[config.mk]
export PLATFORM = sky130hd
export DESIGN_NAME = param_fifo
export DESIGN_NICKNAME = d
export VERILOG_FILES = /design/src/rtl/fifo_pkg.sv /design/src/rtl/seg7_hex_decode.sv /design/src/rtl/param_fifo.sv
export SDC_FILE = /design/constraint.sdc
export NUM_CORES = 1
export LEC_CHECK = 0
export BUFFER_PORTS_ARGS = -buffer_cell sky130_fd_sc_hd__buf_2
export CAP_MARGIN = 20
export CORE_UTILIZATION = 40
export CTS_CLUSTER_DIAMETER = 120
export DETAILED_ROUTE_END_ITERATION = 6
export PLACE_DENSITY = 0.58
export SYNTH_ARGS = -nofsm -noshare
export SYNTH_HDL_FRONTEND = slang
export SYNTH_SLANG_ARGS = --single-unit
[constraint.sdc]
create_clock -name clock -period 3.8 [get_ports clock]
set_clock_uncertainty 0.15 [all_clocks]
set_input_delay 0.19 -clock clock [delete_from_list [all_inputs] [get_ports clock]]
set_output_delay 0.19 -clock clock [all_outputs]
set_load 0.02 [all_outputs]
[src/rtl/fifo_pkg.sv]
// Shared types and seven-segment glyph constants for param_fifo.
package fifo_pkg;

    // Segment pattern, bit order abcdefg, 1 = segment lit.
    typedef logic [6:0] seg_t;

    localparam seg_t SEG_0 = 7'b1111110;
    localparam seg_t SEG_1 = 7'b0110000;
    localparam seg_t SEG_2 = 7'b1101101;
    localparam seg_t SEG_3 = 7'b1111001;
    localparam seg_t SEG_4 = 7'b0110011;
    localparam seg_t SEG_5 = 7'b1011011;
    localparam seg_t SEG_6 = 7'b1011111;
    localparam seg_t SEG_7 = 7'b1110000;
    localparam seg_t SEG_8 = 7'b1111111;
    localparam seg_t SEG_9 = 7'b1111011;
    localparam seg_t SEG_A = 7'b1110111;
    localparam seg_t SEG_B = 7'b0011111;
    localparam seg_t SEG_C = 7'b1001110;
    localparam seg_t SEG_D = 7'b0111101;
    localparam seg_t SEG_E = 7'b1001111;
    localparam seg_t SEG_F = 7'b1000111;

endpackage

[src/rtl/seg7_hex_decode.sv]
// Combinational hex nibble to seven-segment (abcdefg) decoder.
module seg7_hex_decode
    import fifo_pkg::*;
(
    input  logic [3:0] hex_in,
    output seg_t       seg_out
);

    always_comb begin
        seg_out = SEG_0;
        case (hex_in)
            4'h0: seg_out = SEG_0;
            4'h1: seg_out = SEG_1;
            4'h2: seg_out = SEG_2;
            4'h3: seg_out = SEG_3;
            4'h4: seg_out = SEG_4;
            4'h5: seg_out = SEG_5;
            4'h6: seg_out = SEG_6;
            4'h7: seg_out = SEG_7;
            4'h8: seg_out = SEG_8;
            4'h9: seg_out = SEG_9;
            4'hA: seg_out = SEG_A;
            4'hB: seg_out = SEG_B;
            4'hC: seg_out = SEG_C;
            4'hD: seg_out = SEG_D;
            4'hE: seg_out = SEG_E;
            4'hF: seg_out = SEG_F;
            default: seg_out = SEG_0;
        endcase
    end

endmodule

[src/rtl/param_fifo.sv]
// Single-clock FIFO with registered read data, status flags and sticky errors.
// Define PARAM_FIFO_SEG_EN to get a registered seven-segment view of each popped word.
module param_fifo
    import fifo_pkg::*;
#(
    parameter int unsigned WIDTH     = 4,
    parameter int unsigned DEPTH     = 128,
    parameter int unsigned AFULL_TH  = DEPTH - 4,
    parameter int unsigned AEMPTY_TH = 4
) (
    input  logic                     clock,
    input  logic                     reset,
    input  logic                     flush,
    input  logic                     write,
    input  logic                     read,
    input  logic [WIDTH-1:0]         fifo_in,
    output logic [WIDTH-1:0]         fifo_out,
    output logic                     rd_valid,
    output logic                     fifo_empty,
    output logic                     fifo_full,
    output logic                     almost_empty,
    output logic                     almost_full,
    output logic [$clog2(DEPTH):0]   fifo_count,
    output logic                     overflow,
    output logic                     underflow,
    output seg_t                     digitron_out
);

    localparam int unsigned ADDR_W = $clog2(DEPTH);
    localparam int unsigned CNT_W  = ADDR_W + 1;

    logic [WIDTH-1:0]  mem_q [DEPTH];
    logic [ADDR_W-1:0] wr_ptr_q, wr_ptr_d, rd_ptr_q, rd_ptr_d;
    logic [CNT_W-1:0]  count_q, count_d;
    logic [WIDTH-1:0]  fifo_out_q, fifo_out_d;
    logic              rd_valid_q, rd_valid_d;
    logic              overflow_q, overflow_d;
    logic              underflow_q, underflow_d;
    logic              push_ok_c, pop_ok_c;
    logic [WIDTH-1:0]  rd_word_c;

    assign fifo_empty   = (count_q == '0);
    assign fifo_full    = (count_q == CNT_W'(DEPTH));
    assign almost_full  = (32'(count_q) >= AFULL_TH);
    assign almost_empty = (32'(count_q) <= AEMPTY_TH);

    // A pop frees a slot in the same cycle, so a full FIFO still accepts a paired push.
    always_comb begin
        pop_ok_c    = read && !fifo_empty;
        push_ok_c   = write && (!fifo_full || pop_ok_c);
        rd_word_c   = mem_q[rd_ptr_q];
        wr_ptr_d    = wr_ptr_q;
        rd_ptr_d    = rd_ptr_q;
        count_d     = count_q;
        fifo_out_d  = fifo_out_q;
        rd_valid_d  = 1'b0;
        overflow_d  = overflow_q;
        underflow_d = underflow_q;
        if (flush) begin
            wr_ptr_d    = '0;
            rd_ptr_d    = '0;
            count_d     = '0;
            overflow_d  = 1'b0;
            underflow_d = 1'b0;
        end else begin
            rd_valid_d  = pop_ok_c;
            overflow_d  = overflow_q | (write & ~push_ok_c);
            underflow_d = underflow_q | (read & fifo_empty);
            if (pop_ok_c) begin
                rd_ptr_d   = rd_ptr_q + ADDR_W'(1);
                fifo_out_d = rd_word_c;
            end
            if (push_ok_c) begin
                wr_ptr_d = wr_ptr_q + ADDR_W'(1);
            end
            count_d = count_q + CNT_W'(push_ok_c) - CNT_W'(pop_ok_c);
        end
    end

    always_ff @(posedge clock or negedge reset) begin
        if (!reset) begin
            wr_ptr_q    <= '0;
            rd_ptr_q    <= '0;
            count_q     <= '0;
            fifo_out_q  <= '0;
            rd_valid_q  <= 1'b0;
            overflow_q  <= 1'b0;
            underflow_q <= 1'b0;
        end else begin
            wr_ptr_q    <= wr_ptr_d;
            rd_ptr_q    <= rd_ptr_d;
            count_q     <= count_d;
            fifo_out_q  <= fifo_out_d;
            rd_valid_q  <= rd_valid_d;
            overflow_q  <= overflow_d;
            underflow_q <= underflow_d;
        end
    end

    // Storage is deliberately not reset; the pointers alone define valid contents.
    always_ff @(posedge clock) begin
        if (push_ok_c && !flush) begin
            mem_q[wr_ptr_q] <= fifo_in;
        end
    end

    assign fifo_out   = fifo_out_q;
    assign rd_valid   = rd_valid_q;
    assign fifo_count = count_q;
    assign overflow   = overflow_q;
    assign underflow  = underflow_q;

`ifdef PARAM_FIFO_SEG_EN
    logic [3:0] seg_nib_c;
    seg_t       seg_pat_c;
    seg_t       seg_q, seg_d;

    // Decode the word being popped so the display lands together with fifo_out.
    assign seg_nib_c = 4'(rd_word_c);

    seg7_hex_decode u_seg7_hex_decode (
        .hex_in  (seg_nib_c),
        .seg_out (seg_pat_c)
    );

    always_comb begin
        seg_d = seg_q;
        if (pop_ok_c && !flush) begin
            seg_d = seg_pat_c;
        end
    end

    always_ff @(posedge clock or negedge reset) begin
        if (!reset) begin
            seg_q <= SEG_0;
        end else begin
            seg_q <= seg_d;
        end
    end

    assign digitron_out = seg_q;
`else
    assign digitron_out = '0;
`endif

endmodule

* Yosys cells after proc, flatten, opt, wreduce, memory -nomap -nowiden
Memory sizes are Yosys's and may differ from the RTL's. A register that Yosys moved wholly into a read port is not among the register bits.
Cells that the tools add are included.
** Cells by class
- Add/sub/neg operators :: 4
- $lt $le $gt $ge :: 2
- Equality and inequality tests :: 1
- Multiplexer cells :: 10
- Bitwise operators :: 6
- Reduce and logical (&&, ||, !) cells :: 12
** Operators with widths (count)
- $mux W7 :: 4
- $add A7 B1 Y7 const B :: 2
- $add A8 B1 Y8 :: 1
- $eq A8 B8 Y1 const B :: 1
- $ge A8 B7 Y1 const B :: 1
- $le A8 B3 Y1 const B :: 1
- $logic_not A8 Y1 :: 1
- $mux W8 :: 1
- $sub A8 B1 Y8 :: 1
- $mux W1 :: 5
- $logic_not A1 Y1 :: 4
- $reduce_bool A2 Y1 :: 2
- $logic_and A1 B1 Y1 :: 3
- $and A1 B1 Y1 :: 2
- $not A1 Y1 :: 2
- $or A1 B1 Y1 :: 2
- $reduce_and A2 Y1 :: 1
- $logic_or A1 B1 Y1 :: 1
** Word-level totals
- Flip-flop bits (word level) :: 25
- Memory bits (writable) :: 512
- Input bits :: 9
- Output and inout port bits :: 26
- Word-level logic and storage cells :: 42
- Memories :: 1
** Memories
- mem_q :: depth 128, bits a word 4, read ports 1, clocked after Yosys merged registers in 1, write ports 1, line param_fifo.sv:32 : logic [WIDTH-1:0] mem_q [DEPTH];

* Depth between registers and ports, before layout
- Depth in word-level cells :: 9
- Depth in mapped cells :: 15

* Least setup slack after synthesis
OpenSTA, ideal clock, no wires.
- Path type :: register to register
- Start :: reg count_q[2] (netlist: fifo_count[2])
- End :: reg count_q[6] (netlist: fifo_count[6])
- Setup time :: 0.132 ns
- Data arrival time :: 2.880 ns
- Required time :: 3.518 ns
- Setup slack :: 0.638 ns
- Stages on the path, launching flop included :: 16
- Buffers on the path :: 1
- Period minus slack after synthesis :: 3.162 ns
- Path through :: dfrtp_1 inv_1 ha_1 nor3b_1 and3_1 clkbuf_1 o21ai_0 ha_1 fa_1 a21oi_1 o21bai_1 a21oi_1 nor2_1 nor2_1 xor2_1 nor2_1
** RTL lines
- from (decl) :: line param_fifo.sv:34 : logic [CNT_W-1:0] count_q, count_d;
- from (signal assigned) :: line param_fifo.sv:92 : count_q <= count_d;
- $eq A8 B8 Y1 :: line param_fifo.sv:43 : assign fifo_full = (count_q == CNT_W'(DEPTH));
- via fifo_full :: line param_fifo.sv:20 : output logic fifo_full,
- $logic_not A1 Y1 :: line param_fifo.sv:50 : push_ok_c = write && (!fifo_full || pop_ok_c);
- $logic_or A1 B1 Y1 :: line param_fifo.sv:50
- $logic_and A1 B1 Y1 :: line param_fifo.sv:50
- $add A8 B1 Y8 :: line param_fifo.sv:76 : count_d = count_q + CNT_W'(push_ok_c) - CNT_W'(pop_ok_c);
- $sub A8 B1 Y8 :: line param_fifo.sv:76
- $mux W8 :: line param_fifo.sv:59 : if (flush) begin
- via count_d[6] :: line param_fifo.sv:34
The timed path passes the listed nets, and every way through them passes these cells.
A chain may end at the register's enable or synchronous reset.

* Worst setup path in the final report
- Start :: reg count_q[2] (netlist: fifo_count[2])
- End :: reg count_q[6] (netlist: fifo_count[6])
** On the way
- Longest elaborated chain between the ends :: 8
** Ends and longest elaborated chain
- $logic_not A8 Y1 :: line param_fifo.sv:42 : assign fifo_empty = (count_q == '0);
- $logic_not A1 Y1 :: line param_fifo.sv:49 : pop_ok_c = read && !fifo_empty;
- $logic_and A1 B1 Y1 :: line param_fifo.sv:49
- $logic_or A1 B1 Y1 :: line param_fifo.sv:50
- $logic_and A1 B1 Y1 :: line param_fifo.sv:50
- $add A8 B1 Y8 :: line param_fifo.sv:76
- $sub A8 B1 Y8 (*) :: line param_fifo.sv:76
- $mux W8 (*) :: line param_fifo.sv:59
- via count_d[6] :: line param_fifo.sv:34
The timed path passes the listed nets; every way through them passes the cells marked *.

==> metrics.txt <==
outcome complete, no violations; Ant. Diodes 0; TritonCTS clock tree done; Hold Vio Cnt, Final 0; setup TNS 0 ns; multi-input logic area 0.00533 sq mm; Ys Warns 0; H-Tree Depth 2; Max Slew Vio Count 0; share of cells above drive strength 1 24.7%; hpwl dp 30800 um; Initial Util 40.5%; Post-Syn Area per Cell 19.5 sq um; DRC 0; worst hold path type input port to register; Worst VDD drop 0.333 mV; Synth Instances 1117; worst-margin pin slew 1.02 ns; hold endpoint mem_q[94][2]; Yosys top cell area share 70.6%; most common cell in the netlist edfxtp_1; minimum clock period 3.26 ns; number of port buffers 27; Overflow after GRT 0; r2r endpoint fifo_count[6]; vias in the first global route 11032; Most common cell on crit path nor2_1; vias per inst 5.52; gr usage total 17.9%; Power Density 585 mW/mm^2; die height 235 um; Max Freq 307 MHz; Post-synth top flop edfxtp_1; Post-Syn Area 0.0218 sq mm; final count of negative-setup-slack endpoints 0; Synth top cells by count 512 x edfxtp_1, 160 x nor2_1, 147 x mux4_2; Seq. cell area 0.0161 sq mm; Slew Limit Headroom 32.1%; clk_lat worst skew 0.62 ns; Hold Crit Depth 1; Setup CP Type register to register; Critical Path Max Stage Delay 0.44 ns; crit-path cells inv_1 > ha_1 > nor3b_1 > a31o_2 > or2_2 > o21ai_0 > ha_1 > fa_1 > a21oi_1 > o21bai_1 > a21oi_1 > nor2_1 > nor2_1 > xor2_1 > nor2_1; clk buf depth 3; critical path launch point type register; Synth cell types 48; final worst path period share 85.7%; CP max stage cell fa_1; clk root buf clkbuf_16; CP Capture Type register; Worst Path Arrival 3.57 ns; row count 85; Crit path required time 4.12 ns; fin nets 1215; CTS Buf Count 54; FF+latch count, synth 541; HP Start fifo_in[2]; initial antenna violation count 0; Clock transition at path regs 0.06 ns; post-cts sizing count 0; DR WL/cell 25.1 um; Synth area leader edfxtp_1; register area share after synthesis 73.9%; crit-path max FO 7; DP Area 0.0229 sq mm; Die X-Extent 235 um; RSZ-0062 raised after global routing no; top cells by area, synth edfxtp_1 71%, mux4_2 15%, dfrtp_1 3.3%; R2R depth 15; DR iter-0 viols 911; number of enable flip-flop cells after synthesis 512; core area 0.0538 sq mm; DR pass1 iterations 5; Filler Cells Inserted 4519; area growth from synthesis to layout 13.9%; total wire length 48400 um; max_cap viols 0; vias 10658; r2r setup slk 0.54 ns; post-route cell area 0.0248 sq mm; leakage power 0.00768 uW; GP Congestion 0.835; Final ANT Viol Nets 0; full die area 0.0554 sq mm; first-pass GRT wire length 73500 um; CTS sink count 541; worst reg2reg path startpoint fifo_count[2]; IO Pins 35; pin count of the biggest net entering global routing 87; asr flop ratio synth 5.36%
[power by group]
part / leakage [uW] / switching [uW] / internal [uW]
clock: 0.000877 / 2270 / 3200
combinational: 0.00182 / 1180 / 1110
sequential: 0.00498 / 142 / 6600
[critical path: cells and delay by family, from the launching register on]
| kind | cells | cell delay [ns] |
|---|---|---|
| simple gates | 5 | 0.67 |
| fa+ha+maj | 3 | 0.82 |
| xor+xnor | 1 | 0.17 |
| flops | 1 | 0.41 |
| compound gates | 5 | 0.82 |
| buf+inv | 1 | 0.10 |
[cell usage in the layout (no fill, tap or decap), types with 4 or more instances in the layout]
cell type,n
a211oi_1,4
a21oi_1,9
and3_1,4
buf_12,7
buf_2,23
buf_4,38
bufinv_16,8
clkbuf_1,7
clkbuf_16,55
clkinv_1,12
clkinv_2,9
clkinvlp_4,7
conb_1,7
dfrtp_1,26
dlygate4sd3_1,7
edfxtp_1,512
ha_1,17
inv_1,10
mux2i_1,26
mux4_2,147
nand2_1,32
nand3_1,18
nor2_1,160
nor2b_1,13
o21ai_0,8
o22ai_1,6
xnor2_1,6
xor2_1,11
[metal layers]
metal  up-vias  global-route usage, %  part of all wire, %
li1       4617                      -                    -
met1      5654                   25.8                   44
met2       323                   28.6                   48
met3        64                   2.51                  5.2
met4         0                   5.09                  1.9
met5         -                      0                    0
[state kept, by name, indices dropped and copies added (netlist names)]
signal / flops
mem_q: 512
fifo_count: 8
rd_ptr_q: 7
wr_ptr_q: 7
fifo_out: 4
overflow: 1
rd_valid: 1
underflow: 1
[worst max-delay path by stage]
| stage | start | endpoint | slack [ns] |
|---|---|---|---|
| after global routing | fifo_count[2] | fifo_count[6] | 0.27 |
| after detailed placement | fifo_count[2] | fifo_count[6] | 0.58 |
| after global placement | fifo_count[2] | fifo_count[6] | 0.60 |
| after CTS | fifo_count[2] | fifo_count[6] | 0.55 |
| after floorplan | fifo_count[2] | fifo_count[6] | 0.64 |
| final | fifo_count[2] | fifo_count[6] | 0.54 |
[stage by stage]
step | utilization, % | worst slack, ns | power (uW) | hold WS, ns | instances
CTS | 46.1 | 0.551 | 14700 | 0.0460 | 1930
finish | 46.1 | 0.543 | 14500 | 0.0459 | 1930
global placement | 42.5 | 0.601 | 9190 | 0.168 | 1821
detailed placement | 42.5 | 0.578 | 9190 | 0.176 | 1821
global route | 46.1 | 0.266 | 15000 | 0.0862 | 1930
floorplan | - | 0.638 | 8470 | -0.256 | 1123
[timing repair]
item / in CTS / in global routing
buffers inserted: 0 / 0
hold buffers: 7 / 0
endpoints found under the setup margin: 0 / 0
endpoints found under the hold margin: 93 / 0
[area by class of cell]
class	count	share of cell area (%)
Clock buffer	62	5.66
Clock inverter	40	1.75
Inverter	10	0.151
Multi-Input combinational cell	506	21.5
Sequential cell	541	65.0
Tap cell	696	3.51
Timing Repair Buffer	75	2.46
[logic make-up (layout without fill, tap and decap cells)]
family,count (synthesis),count (layout),synth area share (%)
adders and majority gates,18,18,1.07
DFF,541,541,73.9
AOI/OAI and AO/OA,49,49,1.54
buffers and inverters,76,187,1.68
xor gates and xnor gates,17,17,0.684
other,1,7,0.0172
muxes,174,174,16.4
and+or+nand+nor,241,241,4.63
Power figures use the tool's default switching activity.
